[src/rtl/ads8505_pkg.sv]
// ads8505_pkg: FSM state type and default access/timeout constants shared by ads8505_capture
package ads8505_pkg;
  typedef enum logic [1:0] {IDLE, CONV, ACCESS} state_t;
  localparam int ACCESS_CYC_DEF = 5;
  localparam int TIMEOUT_CYC_DEF = 400;
endpackage

[src/rtl/sync_2ff.sv]
// sync_2ff: two-flop synchronizer for one asynchronous bit (clk, rst_n async low, d in, q out)
module sync_2ff (
  input  logic clk,
  input  logic rst_n,
  input  logic d,
  output logic q
);
  logic m;
  always_ff @(posedge clk or negedge rst_n)
    if (!rst_n) {q, m} <= 2'b00;
    else {q, m} <= {m, d};
endmodule

[src/rtl/ads8505_capture.sv]
// ads8505_capture: ADS8505 readout (adc_rc/adc_busy/adc_data in, adc_cs_n out) feeding s_data/s_valid/s_ready with s_count, sticky overrun/timeout_err, clr_err
module ads8505_capture
  import ads8505_pkg::*;
#(
  parameter int ACCESS_CYC  = ACCESS_CYC_DEF,
  parameter int TIMEOUT_CYC = TIMEOUT_CYC_DEF,
  parameter int OFFSET_BIN  = 0
) (
  input  logic        clk,
  input  logic        rst_n,
  input  logic        adc_rc,
  input  logic        adc_busy,
  input  logic [15:0] adc_data,
  output logic        adc_cs_n,
  output logic [15:0] s_data,
  output logic        s_valid,
  input  logic        s_ready,
  output logic [15:0] s_count,
  output logic        overrun,
  output logic        timeout_err,
  input  logic        clr_err
);
  localparam int AW = ACCESS_CYC > 1 ? $clog2(ACCESS_CYC) : 1;
  localparam int TW = TIMEOUT_CYC > 1 ? $clog2(TIMEOUT_CYC) : 1;
  state_t state, nxt;
  logic busy_s, busy_d, rc_d, rise, start, latch, tmo;
  logic [AW-1:0] cnt;
  logic [TW-1:0] tmr;
  sync_2ff u_sync (.clk(clk), .rst_n(rst_n), .d(adc_busy), .q(busy_s));
  assign rise  = busy_s & ~busy_d;
  assign start = rc_d & ~adc_rc;
  always_ff @(posedge clk or negedge rst_n)
    if (!rst_n) state <= IDLE;
    else state <= nxt;
  always_comb
    nxt = state == IDLE ? (start ? CONV : IDLE) :
          state == CONV ? (rise ? ACCESS : tmo ? IDLE : CONV) :
          (latch ? IDLE : ACCESS);
  always_comb begin
    latch = state == ACCESS && cnt == AW'(ACCESS_CYC - 1);
    tmo   = state == CONV && !rise && tmr == TW'(TIMEOUT_CYC - 1);
  end
  always_ff @(posedge clk or negedge rst_n)
    if (!rst_n) begin
      busy_d      <= 1'b0;
      rc_d        <= 1'b0;
      tmr         <= '0;
      cnt         <= '0;
      adc_cs_n    <= 1'b1;
      s_data      <= '0;
      s_valid     <= 1'b0;
      s_count     <= '0;
      overrun     <= 1'b0;
      timeout_err <= 1'b0;
    end else begin
      busy_d      <= busy_s;
      rc_d        <= adc_rc;
      tmr         <= state == CONV ? tmr + TW'(1) : '0;
      cnt         <= state == ACCESS ? cnt + AW'(1) : '0;
      adc_cs_n    <= nxt != ACCESS;
      s_data      <= latch ? {adc_data[15] ^ (OFFSET_BIN != 0), adc_data[14:0]} : s_data;
      s_count     <= latch ? s_count + 16'd1 : s_count;
      s_valid     <= latch | (s_valid & ~s_ready);
      overrun     <= (latch & s_valid & ~s_ready) | (overrun & ~clr_err);
      timeout_err <= tmo | (timeout_err & ~clr_err);
    end
endmodule

[config.mk]
export PLATFORM = sky130hd
export DESIGN_NAME = ads8505_capture
export DESIGN_NICKNAME = d
export VERILOG_FILES = /design/src/rtl/ads8505_pkg.sv /design/src/rtl/sync_2ff.sv /design/src/rtl/ads8505_capture.sv
export SDC_FILE = /design/constraint.sdc
export NUM_CORES = 1
export LEC_CHECK = 0
export CAP_MARGIN = 10
export CORE_ASPECT_RATIO = 1.1
export CORE_MARGIN = 2
export CORE_UTILIZATION = 25
export CTS_CLUSTER_SIZE = 24
export DETAILED_ROUTE_END_ITERATION = 10
export SYNTH_ARGS = -nofsm -noshare
export SYNTH_HDL_FRONTEND = slang
export SYNTH_HIERARCHICAL = 1
export SYNTH_SLANG_ARGS = --single-unit
[constraint.sdc]
create_clock -name clk -period 4.39 [get_ports clk]
set_input_delay 0.439 -clock clk [delete_from_list [all_inputs] [get_ports clk]]
set_output_delay 0.439 -clock clk [all_outputs]
set_load 0.05 [all_outputs]
==> metrics.log <==
INFO  metric synth_cell_types = 28
INFO  metric worst_path_largest_cell_delay = approximately 860 ps
INFO  metric power.sequential.fraction = a little over two fifths
INFO  metric max_slew_margin = 49.1%
INFO  metric worst_skew_pair.late_latency = 300 ps
INFO  metric cts_resized = 0
INFO  metric report.final.setup_viol = 0
INFO  metric hold_buffers = 0
INFO  metric synth_seq_area_share = around three fifths
INFO  metric cts_made_buffers = 5
INFO  metric power_switching_share = between 40% and 50%
INFO  metric power_switching = about 700 uW
INFO  metric num_antenna_cells = 0
INFO  metric clock-root-buffer = clkbuf_8
INFO  metric mostFrequentLayoutCell = nand2_1
INFO  metric post_layout_min_period = 2090 ps
INFO  metric clock_power_share = roughly 17%
INFO  metric critical_path.slowest_cell = clkdlybuf4s50_1
INFO  metric ys_warn_count = 6
INFO  metric fillerInstances = between 800 and 900
INFO  metric setup_fix_buffers_added_after_clock_tree_synthesis = 0
INFO  metric cts_tree = done
INFO  metric final.period_utilization = between 40% and 50%
INFO  metric critical-path-top-delay-family = buffers and inverters
INFO  metric grt_pass1_wl = between 7 and 8 mm
INFO  metric critical_path.max_fanout = 7
INFO  metric vias = ~1600
INFO  metric floorplan.initialDensity = between 20% and 30%
INFO  metric drc_violation_count_after_routing = 0
INFO  metric largest_net_degree_at_the_start_of_global_routing = 55
INFO  metric die_width = between 90 and 100 um
INFO  metric detail_route.first_pass.iterations = 3
INFO  metric max_cap_violations = 0
INFO  metric grt_antenna_before_repair = 0
INFO  metric clkTransAtPathRegs = around 100 ps
INFO  metric worst-path-stages = 1
INFO  metric synth.avg_cell_area = 10.7 um2
INFO  metric data_arrival_time_of_the_worst_path = 1650 ps
INFO  metric final.setup.tns = 0 ps
INFO  metric dp_hpwl = ~3.0 mm
INFO  metric io-pin-count = 58
INFO  metric cp-start-kind = flop
INFO  metric cp_cell_sequence = clkdlybuf4s50_1
INFO  metric run_status = completed
INFO  metric pwr_density_cell = 558 mW/mm2
INFO  metric cp_data_required_time = about 4000 ps
INFO  metric fin_total_pwr = roughly 1700 uW
INFO  metric cellLeakagePower = 0.00132 uW
INFO  metric grt_setup_unrepaired = no
INFO  metric gr-total-overflow = 0
INFO  metric worstMarginPinSlew = around 760 ps
INFO  metric cts_htree_levels = 2
INFO  metric whs = between 200 and 300 ps
INFO  metric vdd_ir_drop_max = 0.306 mV
INFO  metric drtIter0Drc = 40
INFO  metric share_of_post_route_cells_with_drive_strength_above_1 = around 5.2%
INFO  metric placementRows = 35
INFO  metric globalRouteTotalUtil = a little under a tenth
INFO  metric finalHoldViolCount = 0
INFO  metric comb_power_share = 41.4%
INFO  metric synth_seq_cells = 54
INFO  metric floorplan.die_area = roughly 0.0096 mm2
INFO  metric critPathCaptureType = output port
INFO  metric timing.rr.start = cnt[0]
INFO  metric synthFlopType = dfrtp_1
INFO  metric cp.buffers_inverters = 1
INFO  metric r2r_cells = 6
INFO  metric grt_pass1_vias = approximately 1600
INFO  metric fp.dieH = about 100 um
INFO  metric synth_enable_flop_cells = 0
INFO  metric syn2layout_area_growth = 35.5%
INFO  metric p_int = around 970 uW
INFO  metric worstHoldPathType = in -> async
INFO  metric cts-root-to-sink-buffers = 2
INFO  metric routedWlPerCell = 11.4 um
INFO  metric core-area = between 0.008 and 0.009 mm2
INFO  metric postSynthNetCount = around 230
INFO  metric final.setup_skew = around 11 ps
INFO  metric io_buffers = 57
INFO  metric gp_routability_congestion = roughly 0.7
INFO  metric synth_cells = approximately 210
INFO  metric final_nets = between 200 and 300
INFO  metric crit_path_start = s_count[0]
INFO  metric async_flop_share = between 90% and 100%
INFO  metric slew_violations = 0
INFO  metric detail_route.wirelength = ~4.3 mm
INFO  metric layout.cells.most_common_list = 59 x nand2_1, 56 x clkdlybuf4s50_1, 53 x dfrtp_1, 18 x xnor2_1, 14 x nor2_1
INFO  metric antenna_left = 0
INFO  metric worst-setup-path-type = reg -> out
INFO  metric max_freq = 0.478 GHz
INFO  metric syn-cell-area = around 0.0022 mm2
INFO  metric vias_per_cell = between 4 and 5
INFO  metric clock_sink_count = between 50 and 60
worst register-to-register path, cell delays in order (launching register included):
cell and delay, ps:
dfrtp_1 410, inv_1 70, ha_1 200, and4b_1 720, and3_1 270, nand4_1 110
xnor2_1 140
kinds of logic (layout without fill, tap and decap cells):
family / count (synthesis) / count (layout) / synth area share (%)
simple gates: 104 / 104 / 23.4
flops: 54 / 54 / 61.2
compound gates: 8 / 8 / 2.10
fa+ha+maj: 4 / 4 / 2.27
xor+xnor: 21 / 21 / 8.32
buf+inv: 15 / 76 / 2.72
final timing paths:
| kind | to | slack, ps |
|---|---|---|
| worst min-delay path | s_count[4] | 250 |
| max in group asynchronous | tmr[5] | 3700 |
| worst max register to register | s_count[5] | 2350 |
| min in group clk | u_sync/q | 360 |
| worst max-delay path | s_count[0] | 2300 |
| worst min register to register | u_sync/q | 360 |
synthesized netlist by cell type, types with 2 or more instances:
library cell | number | area [um2]
nand4_1 | 7 | 43.8
a21oi_1 | 2 | 10.0
nor4_4 | 2 | 42.5
nand3_1 | 7 | 35.0
nand2_1 | 59 | 221
xnor2_1 | 18 | 158
buf_2 | 3 | 15.0
and3_1 | 3 | 18.8
or3_1 | 2 | 12.5
inv_1 | 10 | 37.5
o21ai_0 | 3 | 15.0
ha_1 | 4 | 50.1
dfrtp_1 | 53 | 1330
nor2_1 | 14 | 52.6
xor2_1 | 3 | 26.3
nand2b_1 | 3 | 18.8
clkbuf_1 | 2 | 7.51
state kept, by name, indices dropped and copies added (netlist names):
register and flops:
s_count 16, tmr 9, adc_cs_n 1, u_sync/m 1, s_valid 1, s_data 16
overrun 1, busy_d 1, state 2, timeout_err 1, u_sync/q 1, rc_d 1
cnt 3
cell type report:
cell class	count	area, um2	area share [%]
Tap cell	111	139	4.64
Clock inverter	2	12.5	0.418
Multi-Input combinational cell	137	797	26.6
Inverter	10	37.5	1.25
Timing Repair Buffer	58	573	19.1
Clock buffer	6	82.6	2.76
Sequential cell	54	1350	45.2
layer usage:
layer	share of wire (%)	GRT usage [%]	vias up
met4	1.2	2.45	0
met3	5.2	3.07	5
li1	-	-	785
met1	45	12.0	762
met2	48	15.9	36
met5	0	0	-
metrics by stage:
stage / worst slack, ps / utilization [%] / cells / area [um2]
after CTS: 2280 / 35.2 / 378 / 2990
after detailed placement: 2370 / 34.1 / 370 / 2900
final: 2300 / 35.2 / 378 / 2990
after global routing: 2170 / 35.2 / 378 / 2990
after floorplan: 2640 / - / 206 / 2210
after global placement: 2450 / 34.1 / 370 / 2900
power groups by stage:
stage / clock [uW] / combinational [uW] / sequential, uW
floorplan: 0 / 147 / 1010
global placement: 0 / 690 / 707
detailed placement: 0 / 701 / 706
CTS: 300 / 700 / 699
global route: 317 / 749 / 716
finish: 282 / 692 / 698
No activity file was read; power rests on OpenSTA's default activity.
